===== src/rtl/cpu_oci_trace_pkg.sv =====
// Shared types, defaults and helpers for the OCI trace collector.
package cpu_oci_trace_pkg;

    localparam int unsigned DEF_SLOT_W = 10;
    localparam int unsigned DEF_SLOTS  = 3;
    localparam int unsigned DEF_CNT_W  = 4;
    localparam int unsigned DEF_DEPTH  = 16;
    localparam int unsigned DEF_STAT_W = 16;

    typedef enum logic [1:0] {
        StAccept = 2'd0,
        StFlush  = 2'd1,
        StDone   = 2'd2
    } trace_state_e;

    // Increment that sticks at max_value instead of wrapping.
    function automatic logic [31:0] sat_inc(input logic [31:0] value,
                                            input logic [31:0] max_value);
        return (value >= max_value) ? max_value : value + 32'd1;
    endfunction

endpackage


===== src/rtl/cpu_oci_trace_collector_if.sv =====
// Trace capture, output stream and status signals of the collector.
// Optional macro TRACE_CHECKSUM_EN adds the checksum signal.
interface cpu_oci_trace_collector_if
    import cpu_oci_trace_pkg::*;
#(
    parameter int unsigned SLOT_W = DEF_SLOT_W,
    parameter int unsigned SLOTS  = DEF_SLOTS,
    parameter int unsigned CNT_W  = DEF_CNT_W,
    parameter int unsigned DEPTH  = DEF_DEPTH,
    parameter int unsigned STAT_W = DEF_STAT_W
);

    logic                      dct_valid;
    logic [SLOTS*SLOT_W-1:0]   dct_buffer;
    logic [CNT_W-1:0]          dct_count;
    logic                      test_ending;
    logic                      test_has_ended;
    logic                      out_valid;
    logic [SLOT_W-1:0]         out_data;
    logic                      out_ready;
    logic [$clog2(DEPTH):0]    fill_level;
    logic [STAT_W-1:0]         entry_cnt;
    logic [STAT_W-1:0]         drop_cnt;
    logic                      count_err;
    logic                      done;
`ifdef TRACE_CHECKSUM_EN
    logic [SLOT_W-1:0]         checksum;

    modport master (
        output dct_valid, dct_buffer, dct_count, test_ending, test_has_ended, out_ready,
        input  out_valid, out_data, fill_level, entry_cnt, drop_cnt, count_err, done, checksum
    );

    modport slave (
        input  dct_valid, dct_buffer, dct_count, test_ending, test_has_ended, out_ready,
        output out_valid, out_data, fill_level, entry_cnt, drop_cnt, count_err, done, checksum
    );
`else
    modport master (
        output dct_valid, dct_buffer, dct_count, test_ending, test_has_ended, out_ready,
        input  out_valid, out_data, fill_level, entry_cnt, drop_cnt, count_err, done
    );

    modport slave (
        input  dct_valid, dct_buffer, dct_count, test_ending, test_has_ended, out_ready,
        output out_valid, out_data, fill_level, entry_cnt, drop_cnt, count_err, done
    );
`endif

endinterface


===== src/rtl/cpu_oci_trace_fifo.sv =====
// First-word-fall-through slot FIFO with occupancy output.
module cpu_oci_trace_fifo
    import cpu_oci_trace_pkg::*;
#(
    parameter int unsigned SLOT_W = DEF_SLOT_W,
    parameter int unsigned DEPTH  = DEF_DEPTH
) (
    input  logic                   clk,
    input  logic                   reset,
    input  logic                   wr_en_i,
    input  logic [SLOT_W-1:0]      wr_data_i,
    input  logic                   rd_en_i,
    output logic [SLOT_W-1:0]      rd_data_o,
    output logic                   valid_o,
    output logic [$clog2(DEPTH):0] fill_level_o
);

    localparam int unsigned PTR_W = $clog2(DEPTH);

    logic [SLOT_W-1:0] mem_q [DEPTH];
    logic [SLOT_W-1:0] mem_d [DEPTH];
    logic [PTR_W-1:0]  wr_ptr_q, wr_ptr_d;
    logic [PTR_W-1:0]  rd_ptr_q, rd_ptr_d;
    logic [PTR_W:0]    fill_q, fill_d;
    logic              do_rd;

    // Pointer, storage and occupancy update; writer guarantees free space.
    always_comb begin
        do_rd    = rd_en_i && (fill_q != '0);
        mem_d    = mem_q;
        wr_ptr_d = wr_ptr_q;
        rd_ptr_d = rd_ptr_q;
        fill_d   = fill_q;
        if (wr_en_i) begin
            mem_d[wr_ptr_q] = wr_data_i;
            wr_ptr_d        = wr_ptr_q + 1'b1;
        end
        if (do_rd) begin
            rd_ptr_d = rd_ptr_q + 1'b1;
        end
        case ({wr_en_i, do_rd})
            2'b10:   fill_d = fill_q + 1'b1;
            2'b01:   fill_d = fill_q - 1'b1;
            default: fill_d = fill_q;
        endcase
    end

    // Storage array needs no reset; only the pointers define its contents.
    always_ff @(posedge clk) begin
        mem_q <= mem_d;
    end

    // Control state with synchronous reset.
    always_ff @(posedge clk) begin
        if (reset) begin
            wr_ptr_q <= '0;
            rd_ptr_q <= '0;
            fill_q   <= '0;
        end else begin
            wr_ptr_q <= wr_ptr_d;
            rd_ptr_q <= rd_ptr_d;
            fill_q   <= fill_d;
        end
    end

    assign rd_data_o    = mem_q[rd_ptr_q];
    assign valid_o      = (fill_q != '0);
    assign fill_level_o = fill_q;

endmodule


===== src/rtl/cpu_oci_trace_collector.sv =====
// OCI DCT trace collector: unpacks packed trace words into slots, buffers
// them and streams them out; test_ending/test_has_ended flush then finish.
// Optional macro TRACE_CHECKSUM_EN adds a running XOR of popped slots.
module cpu_oci_trace_collector
    import cpu_oci_trace_pkg::*;
#(
    parameter int unsigned SLOT_W = DEF_SLOT_W,
    parameter int unsigned SLOTS  = DEF_SLOTS,
    parameter int unsigned CNT_W  = DEF_CNT_W,
    parameter int unsigned DEPTH  = DEF_DEPTH,
    parameter int unsigned STAT_W = DEF_STAT_W
) (
    input logic                   clk,
    input logic                   reset,
    cpu_oci_trace_collector_if.slave bus
);

    localparam int unsigned FILL_W = $clog2(DEPTH) + 1;
    localparam int unsigned REM_W  = $clog2(SLOTS + 1);
    localparam logic [1:0]  ST_ACCEPT = 2'(StAccept);
    localparam logic [1:0]  ST_FLUSH  = 2'(StFlush);
    localparam logic [1:0]  ST_DONE   = 2'(StDone);
    localparam logic [31:0] STAT_MAX  = (STAT_W >= 32) ? 32'hFFFF_FFFF
                                                       : ((32'd1 << STAT_W) - 32'd1);

    logic [1:0]              state_q, state_d;
    logic                    has_ended_q, has_ended_d;
    logic [SLOTS*SLOT_W-1:0] word_q, word_d;
    logic [REM_W-1:0]        rem_q, rem_d;
    logic [STAT_W-1:0]       entry_cnt_q, entry_cnt_d;
    logic [STAT_W-1:0]       drop_cnt_q, drop_cnt_d;
    logic                    count_err_q, count_err_d;

    logic [CNT_W-1:0]        cnt;
    logic                    over_count;
    int unsigned             eff_count;
    int unsigned             free_slots;
    logic                    unpack_idle;
    logic                    word_seen;
    logic                    accept_ok;
    logic                    fifo_wr;
    logic                    fifo_valid;
    logic                    pop;
    logic [SLOT_W-1:0]       fifo_rdata;
    logic [FILL_W-1:0]       fill_level;

    assign cnt = bus.dct_count;
    assign pop = fifo_valid && bus.out_ready;

    // Accept decision: space for the whole clamped word must be free now.
    always_comb begin
        over_count  = 32'(cnt) > SLOTS;
        eff_count   = over_count ? SLOTS : 32'(cnt);
        free_slots  = DEPTH - 32'(fill_level);
        unpack_idle = (rem_q == '0);
        word_seen   = bus.dct_valid && (state_q == ST_ACCEPT);
        accept_ok   = (state_q == ST_ACCEPT) && unpack_idle && (free_slots >= eff_count);
    end

    // Unpacker: one slot per cycle from the LSBs, then shift the word down.
    always_comb begin
        word_d  = word_q;
        rem_d   = rem_q;
        fifo_wr = 1'b0;
        if (!unpack_idle) begin
            fifo_wr = 1'b1;
            word_d  = word_q >> SLOT_W;
            rem_d   = rem_q - 1'b1;
        end else if (word_seen && accept_ok) begin
            word_d = bus.dct_buffer;
            rem_d  = REM_W'(eff_count);
        end
    end

    // Statistics: slots written, words dropped, sticky oversize count.
    always_comb begin
        entry_cnt_d = entry_cnt_q;
        drop_cnt_d  = drop_cnt_q;
        count_err_d = count_err_q;
        if (fifo_wr) begin
            entry_cnt_d = STAT_W'(sat_inc(32'(entry_cnt_q), STAT_MAX));
        end
        if (word_seen && !accept_ok) begin
            drop_cnt_d = STAT_W'(sat_inc(32'(drop_cnt_q), STAT_MAX));
        end
        if (word_seen && over_count) begin
            count_err_d = 1'b1;
        end
    end

    // End-of-test sequencing: stop accepting, drain, then report done.
    always_comb begin
        state_d     = state_q;
        has_ended_d = has_ended_q | bus.test_has_ended;
        case (state_q)
            ST_ACCEPT: begin
                if (bus.test_ending || bus.test_has_ended) begin
                    state_d = ST_FLUSH;
                end
            end
            ST_FLUSH: begin
                if (unpack_idle && (fill_level == '0) && has_ended_q) begin
                    state_d = ST_DONE;
                end
            end
            ST_DONE:  state_d = ST_DONE;
            default:  state_d = ST_ACCEPT;
        endcase
    end

    // All collector state, synchronous active-high reset.
    always_ff @(posedge clk) begin
        if (reset) begin
            state_q     <= ST_ACCEPT;
            has_ended_q <= 1'b0;
            word_q      <= '0;
            rem_q       <= '0;
            entry_cnt_q <= '0;
            drop_cnt_q  <= '0;
            count_err_q <= 1'b0;
        end else begin
            state_q     <= state_d;
            has_ended_q <= has_ended_d;
            word_q      <= word_d;
            rem_q       <= rem_d;
            entry_cnt_q <= entry_cnt_d;
            drop_cnt_q  <= drop_cnt_d;
            count_err_q <= count_err_d;
        end
    end

`ifdef TRACE_CHECKSUM_EN
    logic [SLOT_W-1:0] checksum_q, checksum_d;

    // Running XOR of popped slots, frozen once done.
    always_comb begin
        checksum_d = checksum_q;
        if (pop && (state_q != ST_DONE)) begin
            checksum_d = checksum_q ^ fifo_rdata;
        end
    end

    // Checksum register.
    always_ff @(posedge clk) begin
        if (reset) begin
            checksum_q <= '0;
        end else begin
            checksum_q <= checksum_d;
        end
    end

    assign bus.checksum = checksum_q;
`endif

    cpu_oci_trace_fifo #(
        .SLOT_W (SLOT_W),
        .DEPTH  (DEPTH)
    ) u_fifo (
        .clk          (clk),
        .reset        (reset),
        .wr_en_i      (fifo_wr),
        .wr_data_i    (word_q[SLOT_W-1:0]),
        .rd_en_i      (bus.out_ready),
        .rd_data_o    (fifo_rdata),
        .valid_o      (fifo_valid),
        .fill_level_o (fill_level)
    );

    assign bus.out_valid  = fifo_valid;
    assign bus.out_data   = fifo_rdata;
    assign bus.fill_level = fill_level;
    assign bus.entry_cnt  = entry_cnt_q;
    assign bus.drop_cnt   = drop_cnt_q;
    assign bus.count_err  = count_err_q;
    assign bus.done       = (state_q == ST_DONE);

endmodule


===== src/flat_wrapper.sv =====
// flat-port wrapper written by rule: the top's interface ports become plain ports
module cpu_oci_trace_collector_flat import cpu_oci_trace_pkg::*;
#(
    parameter int unsigned SLOT_W = DEF_SLOT_W,
    parameter int unsigned SLOTS  = DEF_SLOTS,
    parameter int unsigned CNT_W  = DEF_CNT_W,
    parameter int unsigned DEPTH  = DEF_DEPTH,
    parameter int unsigned STAT_W = DEF_STAT_W
)
  (clk, reset, bus_dct_valid, bus_dct_buffer, bus_dct_count, bus_test_ending, bus_test_has_ended, bus_out_ready, bus_out_valid, bus_out_data, bus_fill_level, bus_entry_cnt, bus_drop_cnt, bus_count_err, bus_done);
  cpu_oci_trace_collector_if #(.SLOT_W(SLOT_W), .SLOTS(SLOTS), .CNT_W(CNT_W), .DEPTH(DEPTH), .STAT_W(STAT_W)) bus_i ();
  input logic clk;
  input logic reset;
  input wire logic [$bits(bus_i.dct_valid)-1:0] bus_dct_valid;
  input wire logic [$bits(bus_i.dct_buffer)-1:0] bus_dct_buffer;
  input wire logic [$bits(bus_i.dct_count)-1:0] bus_dct_count;
  input wire logic [$bits(bus_i.test_ending)-1:0] bus_test_ending;
  input wire logic [$bits(bus_i.test_has_ended)-1:0] bus_test_has_ended;
  input wire logic [$bits(bus_i.out_ready)-1:0] bus_out_ready;
  output wire logic [$bits(bus_i.out_valid)-1:0] bus_out_valid;
  output wire logic [$bits(bus_i.out_data)-1:0] bus_out_data;
  output wire logic [$bits(bus_i.fill_level)-1:0] bus_fill_level;
  output wire logic [$bits(bus_i.entry_cnt)-1:0] bus_entry_cnt;
  output wire logic [$bits(bus_i.drop_cnt)-1:0] bus_drop_cnt;
  output wire logic [$bits(bus_i.count_err)-1:0] bus_count_err;
  output wire logic [$bits(bus_i.done)-1:0] bus_done;
  assign bus_i.dct_valid = bus_dct_valid;
  assign bus_i.dct_buffer = bus_dct_buffer;
  assign bus_i.dct_count = bus_dct_count;
  assign bus_i.test_ending = bus_test_ending;
  assign bus_i.test_has_ended = bus_test_has_ended;
  assign bus_i.out_ready = bus_out_ready;
  assign bus_out_valid = bus_i.out_valid;
  assign bus_out_data = bus_i.out_data;
  assign bus_fill_level = bus_i.fill_level;
  assign bus_entry_cnt = bus_i.entry_cnt;
  assign bus_drop_cnt = bus_i.drop_cnt;
  assign bus_count_err = bus_i.count_err;
  assign bus_done = bus_i.done;
  cpu_oci_trace_collector #(.SLOT_W(SLOT_W), .SLOTS(SLOTS), .CNT_W(CNT_W), .DEPTH(DEPTH), .STAT_W(STAT_W)) u_core (.clk(clk), .reset(reset), .bus(bus_i));
endmodule

===== config.mk =====
export PLATFORM = sky130hd
export DESIGN_NAME = cpu_oci_trace_collector_flat
export DESIGN_NICKNAME = d
export VERILOG_FILES = /design/src/rtl/cpu_oci_trace_pkg.sv /design/src/rtl/cpu_oci_trace_collector_if.sv /design/src/rtl/cpu_oci_trace_fifo.sv /design/src/rtl/cpu_oci_trace_collector.sv /design/src/flat_wrapper.sv
export SDC_FILE = /design/constraint.sdc
export NUM_CORES = 1
export LEC_CHECK = 0
export BUFFER_PORTS_ARGS = -buffer_cell sky130_fd_sc_hd__buf_2
export CELL_PAD_IN_SITES_DETAIL_PLACEMENT = 0
export CELL_PAD_IN_SITES_GLOBAL_PLACEMENT = 1
export CORE_ASPECT_RATIO = 0.5
export CORE_MARGIN = 2
export CORE_UTILIZATION = 53
export DETAILED_ROUTE_END_ITERATION = 7
export GPL_ROUTABILITY_DRIVEN = 0
export PLACE_DENSITY_LB_ADDON = 0.1
export SETUP_SLACK_MARGIN = 0.3
export SYNTH_ARGS = -nofsm -noshare
export SYNTH_HDL_FRONTEND = slang
export SYNTH_SLANG_ARGS = --single-unit
export TNS_END_PERCENT = 20

===== constraint.sdc =====
create_clock -name clk -period 9.4 [get_ports clk]
set_input_delay 0.47 -clock clk [delete_from_list [all_inputs] [get_ports clk]]
set_output_delay 0.47 -clock clk [all_outputs]
set_load 0.01 [all_outputs]

==> results of run 1 <==
==> area by class of cell <==
class	count	area, um2
Antenna cell	1	2.502
Clock buffer	32	606.8
Clock inverter	6	60.06
Fill cell	1477	7076
Inverter	15	56.30
Multi-Input combinational cell	424	3441
Sequential cell	241	6429
Tap cell	259	324.1
Timing Repair Buffer	106	573.1
==> power breakdown <==
part,internal (uW),switching [uW]
registers,1280,117
clock network,475,374
logic,402,627
total,2160,1120
==> flip-flops by register name, indices dropped and copies added (netlist names), 2 cells and up <==
signal / cells
u_core.bus.drop_cnt: 16
u_core.bus.entry_cnt: 16
u_core.rem_q: 2
u_core.state_q: 2
u_core.u_fifo.fill_level_o: 5
u_core.u_fifo.mem_q: 160
u_core.u_fifo.rd_ptr_q: 4
u_core.u_fifo.wr_ptr_q: 4
u_core.word_q: 30
==> cell usage in the layout (no fill, tap or decap), types with 6 or more instances in the layout <==
| cell type | instances |
|---|---|
| a21oi_1 | 56 |
| dfxtp_1 | 79 |
| nor2_1 | 46 |
| and3_1 | 9 |
| clkbuf_1 | 7 |
| xor2_1 | 10 |
| nand2_1 | 23 |
| buf_4 | 17 |
| inv_1 | 14 |
| nor3_1 | 15 |
| a31oi_1 | 26 |
| edfxtp_1 | 160 |
| buf_2 | 89 |
| ha_1 | 20 |
| xnor2_1 | 12 |
| clkbuf_16 | 21 |
| mux4_2 | 50 |
| and4_1 | 6 |
| nand3_1 | 25 |
| o21ai_0 | 60 |
==> how the worst min path moves through the flow <==
stage                     depth (start not counted)  slack (ps)                    to
after detailed placement                          2         440  u_core.bus.count_err
after CTS                                         3         200     u_core.word_q[27]
after global placement                            2         430  u_core.bus.count_err
after floorplan                                   2         440    u_core.has_ended_q
after global routing                              3         210     u_core.word_q[20]
final                                             3         220     u_core.word_q[27]
==> worst reg2reg max path, stage by stage (launching register included) <==
cell and delay (ps):
dfxtp_1 390, nor4_1 460, nor2_1 100, ha_1 310, nand2_1 50, a31oi_1 580
a211o_1 990, a31oi_1 240, a21oi_1 180
==> layer usage <==
metal	global-route usage	wire [um]
met5	0	27
met4	0.03932	291
met3	0.05017	1654
met2	0.3576	10280
met1	0.3442	10540
==> through the flow <==
stage / hold WS (ps) / worst slack (ps) / power, uW / std cells
2_1_floorplan: 438.7 / 6283 / 2200 / 731
3_3_place_gp: 428.9 / 6121 / 2435 / 1045
3_5_place_dp: 443.2 / 6034 / 2456 / 1045
4_1_cts: 204.3 / 6020 / 3303 / 1083
5_1_grt: 213.5 / 5707 / 3467 / 1083
6_report: 222.6 / 6013 / 3274 / 1084
==> kinds of logic (layout without fill, tap and decap cells) <==
kind of cell / Yosys count / count (layout)
other: 1 / 3
muxes: 54 / 54
and+or+nand+nor: 153 / 153
AOI/OAI and AO/OA: 172 / 172
xor gates and xnor gates: 22 / 22
adders and majority gates: 21 / 21
buffers and inverters: 66 / 159
DFF: 241 / 241
==> run_results.csv, run 1 <==
group,metric,value,unit
setup_path,arrival,3810,ps
placed_design,place_area,10820,um2
floorplan,die_w,199.7,um
clock_network,cts_tree,"yes",
setup_path,cp_num_buf_inv,0,
grt,grt_pass1_vias,6189,
drt,antenna_left,0,
setup_path,cp_slowest_cell,"a211o_1",
clock_network,clockRootBuffer,"clkbuf_16",
timing,clock_skew,18.45,ps
drt,drt_iter0_drc,474,
clock_network,cts_buffers,21,
timing,timing.final.crit_share,0.3603,
setup_path,end_kind,"register",
synth,synthMuxAreaShare,0.1149,
grt,overflow,0,
synth,yosysWarnings,0,
setup_path,endpoint,"u_core.word_q[17]",
power,cellPowerDensity,284.9,nW/um2
placed_design,dp_hpwl,14.10,mm
setup_path,crit_type,"reg -> reg",
setup_path,crit_chain,"nor4_1 -> nor2_1 -> ha_1 -> nand2_1 -> a31oi_1 -> a211o_1 -> a31oi_1 -> a21oi_1",
timing,fin_crit,3387,ps
power,ir_drop,0.2025,mV
timing,hold_violations,0,
timing,setup_viol,0,
flow_run,maxCapViolCount,0,
clock_network,hold_buffers,0,
timing,rsz0062_at_grt,"no",
floorplan,num_rows,35,
clock_network,htreeDepth,1,
setup_path,critPathMostFrequentCell,"a31oi_1",
clock_network,clock-sinks,241,
drt,vias,6348,
synth,netlist.area_leader.share,0.4735,
setup_path,critPathLaunch,"u_core.u_fifo.fill_level_o[2]",
synth,synthSimpleGateAreaFrac,0.07609,
finish,drive_gt1_frac,0.2403,
setup_path,critPathMaxFanout,35,
synth,synth-xor-area-share,0.01899,
grt,grt_max_degree,53,
min_path,hold_start,"bus_dct_buffer[27]",
finish,final_util,0.6189,
finish,layout.nets,870,
drt,wl_per_cell,21.02,um
synth,synth-seq-area-share,0.6334,
timing,slew_viol_final,0,
synth,synth_commonest_cells,"edfxtp_1 (160), dfxtp_1 (81), o21ai_0 (60), a21oi_1 (56), mux4_2 (50)",
drt,drc,0,
synth,synthCells,730,
timing,max_slew_margin,0.1952,
synth,synth_top_cell_by_area,"edfxtp_1",
floorplan,ios,90,
setup_path,cpPeakStageDelay,990,ps
finish,postLayoutCellArea,11490,um2
setup_path,path_depth,8,
placed_design,port-buffer-count,89,
setup_path,crit_required,9830,ps
drt,dr.pass1.iters,5,
grt,grt_first_pass_wirelength,35.30,mm
timing,fin_tns_setup,0,ps
clock_network,clkLatencyLatePin,510,ps
floorplan,die_area,20330,um2
synth,syn_area,10150,um2
synth,synth_edf_count,160,
finish,synthToLayoutAreaGrowth,13.27,%
setup_path,r2r.worst_path.cells,8,
floorplan,die_h,101.8,um
synth,synth-seq-cells,241,
clock_network,clk_pin_slew,70,ps
floorplan,start_util,0.5464,
floorplan,core-area,18570,um2
synth,synth_cell_types,56,
setup_path,critPathTopFamily,"compound AO/OA/AOI/OAI gates",
setup_path,cp-start-kind,"register",
run_status,outcome,"finished, final reports clean",
setup_path,reg2reg_from,"u_core.u_fifo.fill_level_o[2]",
timing,max_freq,295.3,MHz
synth,synth-main-ff-cell,"edfxtp_1",
synth,synth.area.top_cells,"edfxtp_1 (47%), dfxtp_1 (16%), mux4_2 (11%)",
synth,synth_top_family_by_area,"multiplexers",
synth,synthAdderAreaFrac,0.02664,
clock_network,cts_resized,0,
synth,synthArstFlopShare,0,
timing,worst_slew_pin_slew,1203,ps
clock_network,clockBufferDepth,3,
grt,grt_antenna_before_repair,3,
min_path,hp-class,"in -> reg",
setup_path,rr_endpoint,"u_core.word_q[17]",
grt,track_usage,0.2306,
clock_network,postCtsSetupRepairBufs,0,
power,power.leakage,0.003970,uW
drt,via_per_inst,5.856,
synth,synth.avg_cell_area,13.90,um2
synth,synth_most_common_cell,"edfxtp_1",
synth,synth_compound_area_frac,0.1012,
setup_path,r2r_setup_slack,6010,ps
drt,finalWirelength,22.79,mm
Power figures use the tool's default switching activity.
==> run 2, diff against run 1 <==
--- a/config.mk
+++ b/config.mk
@@ -5,12 +5,13 @@
 export SDC_FILE = /design/constraint.sdc
 export NUM_CORES = 1
 export LEC_CHECK = 0
+export ABC_AREA = 1
 export BUFFER_PORTS_ARGS = -buffer_cell sky130_fd_sc_hd__buf_2
 export CELL_PAD_IN_SITES_DETAIL_PLACEMENT = 0
 export CELL_PAD_IN_SITES_GLOBAL_PLACEMENT = 1
 export CORE_ASPECT_RATIO = 0.5
 export CORE_MARGIN = 2
-export CORE_UTILIZATION = 53
+export CORE_UTILIZATION = 42
 export DETAILED_ROUTE_END_ITERATION = 7
 export GPL_ROUTABILITY_DRIVEN = 0
 export PLACE_DENSITY_LB_ADDON = 0.1
==> constraint.sdc (replaced) <==
create_clock -name clk -period 2.99 [get_ports clk]
set_input_delay 0.1495 -clock clk [delete_from_list [all_inputs] [get_ports clk]]
set_output_delay 0.1495 -clock clk [all_outputs]
set_load 0.01 [all_outputs]
==> run_results.csv, run 2 <==
group,metric,value,unit
setup_path,end_kind,"register",
min_path,min_path_cells,5,
synth,synthCells,1099,
run_status,outcome,"finished, final reports clean",
setup_path,critPathMaxFanout,5,
floorplan,num_rows,41,
clock_network,clkLatencyLatePin,540,ps
placed_design,dp_hpwl,17.52,mm
grt,track_usage,0.2096,
grt,overflow,0,
setup_path,cp-start-kind,"register",
timing,fin_crit,2502,ps
timing,timing.hold.ws,19.80,ps
synth,synth-seq-cells,241,
finish,layout_commonest_cell,"nand2_1",
timing,max_slew_margin,0.3876,
power,finalPower,10750,uW
synth,synth_top_cell_by_area,"edfxtp_1",
setup_path,r2r_setup_slack,490,ps
synth,synth-seq-area-share,0.6011,
grt,grt_pass1_vias,7768,
setup_path,crit_type,"reg -> reg",
setup_path,cp_slowest_cell,"fa_1",
finish,drive_gt1_frac,0.1497,
synth,synth-xor-area-share,0.01311,
synth,synth.area.top_cells,"edfxtp_1 (45%), dfxtp_1 (15%), nand2_1 (6.9%)",
timing,hold_violations,0,
power,power.leakage,0.004806,uW
synth,synthSimpleGateAreaFrac,0.1919,
clock_network,cts_tree,"yes",
drt,via_per_inst,5.216,
floorplan,core-area,25090,um2
finish,top_regs,"u_core.u_fifo.mem_q: 160 flops, u_core.word_q: 30 flops",
setup_path,reg2reg_from,"u_core.u_fifo.fill_level_o[1]",
timing,slew_viol_final,0,
finish,layout.nets,1280,
drt,antenna_left,0,
timing,max_freq,399.6,MHz
drt,dr.pass1.iters,5,
synth,syn_area,10690,um2
placed_design,port-buffer-count,89,
setup_path,critPathTopFamily,"adder cells",
drt,finalWirelength,28.24,mm
finish,top_register,"u_core.u_fifo.mem_q",
synth,synth_most_common_cell,"nand2_1",
flow_run,maxCapViolCount,0,
synth,synth_commonest_cells,"nand2_1 (197), nor2_1 (162), edfxtp_1 (160), o21ai_0 (108), dfxtp_1 (81)",
clock_network,clockBufferDepth,3,
clock_network,htreeDepth,1,
synth,synth_compound_area_frac,0.1215,
finish,register_area,6429,um2
synth,synthMuxAreaShare,0,
timing,worst_slew_pin_slew,917.6,ps
floorplan,die_w,229.6,um
setup_path,r2r.worst_path.cells,15,
synth,synth_top_family_by_area,"simple AND/OR/NAND/NOR gates",
timing,clock_skew,19.72,ps
drt,vias,8242,
finish,synthToLayoutAreaGrowth,18.14,%
setup_path,crit_required,3440,ps
min_path,hp-class,"in -> reg",
clock_network,clk_pin_slew,60,ps
finish,antenna_cells,0,
min_path,hold_start,"bus_dct_buffer[19]",
synth,synth_edf_count,160,
synth,netlist.area_leader.share,0.4494,
synth,yosysWarnings,0,
finish,fillerInstances,2351,
floorplan,start_util,0.4262,
clock_network,clock-sinks,241,
finish,largest_reg_flops,160,
setup_path,critPathLaunch,"u_core.u_fifo.fill_level_o[1]",
drt,wl_per_cell,17.87,um
timing,setup_viol,0,
clock_network,cts_buffers,24,
setup_path,arrival,2960,ps
min_path,worstHoldEndpoint,"u_core.word_q[19]",
finish,layout_common_cells,"nand2_1 (197), nor2_1 (162), edfxtp_1 (160), o21ai_0 (107), buf_2 (89)",
synth,synth-main-ff-cell,"edfxtp_1",
synth,synthArstFlopShare,0,
drt,drt_iter0_drc,594,
setup_path,cpPeakStageDelay,400,ps
floorplan,die_h,116.8,um
finish,multiInputGateArea,3781,um2
timing,rsz0062_at_grt,"no",
grt,grt_max_degree,83,
floorplan,ios,90,
setup_path,rr_endpoint,"u_core.u_fifo.fill_level_o[4]",
synth,synth_cell_types,44,
floorplan,die_area,26830,um2
timing,timing.final.crit_share,0.8369,
drt,drc,0,
timing,fin_tns_setup,0,ps
setup_path,cp_num_buf_inv,4,
power,ir_drop,0.3680,mV
power,cellPowerDensity,850.8,nW/um2
clock_network,clockRootBuffer,"clkbuf_16",
setup_path,crit_chain,"inv_1 -> ha_1 -> nand2_1 -> nor2_1 -> ha_1 -> inv_1 -> nand2_1 -> inv_2 -> ha_4 -> inv_1 -> fa_1 -> o21ai_1 -> xor2_1 -> nand2_1 -> a21oi_1",
grt,grt_first_pass_wirelength,43.64,mm
grt,grt_antenna_before_repair,1,
synth,synth.avg_cell_area,9.728,um2
synth,synthAdderAreaFrac,0.02528,
-- run 2: cell count changes after synthesis, sizes merged, moves of 24 or more --
cell and delta:
mux4 -50, nand2 +178, nand3 +45, inv +48, o221ai +32, nor2 +120, a31oi -24, o21ai +48
-- run 2: worst max-delay path by stage --
stage | to | slack, ps | cells past startpoint
detailed placement | u_core.u_fifo.fill_level_o[4] | 250 | 15
finish | u_core.u_fifo.fill_level_o[4] | 490 | 15
CTS | u_core.u_fifo.fill_level_o[4] | 340 | 15
floorplan | u_core.u_fifo.fill_level_o[4] | 400 | 15
global route | u_core.u_fifo.fill_level_o[4] | 310 | 15
global placement | u_core.u_fifo.fill_level_o[4] | 360 | 15
-- run 2: layer usage --
layer / share of wire / GRT usage / vias up
met1: 0.47 / 0.2956 / 3943
li1: - / - / 4058
met4: 0.019 / 0.04762 / 0
met2: 0.46 / 0.3404 / 202
met3: 0.056 / 0.03900 / 39
met5: 0 / 0 / -
-- run 2: timing repair --
| item | in CTS | in global routing |
|---|---|---|
| setup endpoints to repair | 1 | 3 |
| resized for setup | 2 | 3 |
| hold buffers | 26 | 0 |
| buffers inserted | 0 | 0 |
| hold endpoints to repair | 25 | 0 |
-- run 2: worst min-delay path, delay by kind of cell --
family	cells	cell delay, ps
AND/OR/NAND/NOR	3	180
AO/OA/AOI/OAI	1	50
buffers and inverters	1	110
-- run 2: where the power goes --
group | leakage (uW) | total (uW) | internal [uW] | switching [uW]
Clock | 0.000364 | 2970 | 1660 | 1310
Combinational | 0.00231 | 3320 | 1120 | 2200
Sequential | 0.00214 | 4460 | 4080 | 383
-- run 2: logic make-up after synthesis --
logic type               count (synthesis)
adder cells (fa/ha/maj)                 21
XOR/XNOR                                16
AO/OA/AOI/OAI                          223
other                                    1
flip-flops                             241
AND/OR/NAND/NOR                        477
buffers and inverters                  120
-- run 2: cell type report --
cell class / count / area share
multi-input cells: 739 / 0.2994
clock inverters: 14 / 0.01100
inverters: 63 / 0.01892
well taps: 344 / 0.03408
repair buffers: 150 / 0.07865
clock buffers: 29 / 0.04903
flip-flops and latches: 241 / 0.5090
-- run 2: stage by stage --
stage	worst slack, ps	cells	util	instance area (um2)
after floorplan	395.6	1100	-	10700
after detailed placement	249.1	1511	0.4624	11600
after global routing	306.0	1580	0.5035	12630
final	487.8	1580	0.5035	12630
after global placement	364.3	1511	0.4624	11600
after CTS	342.1	1580	0.5031	12620
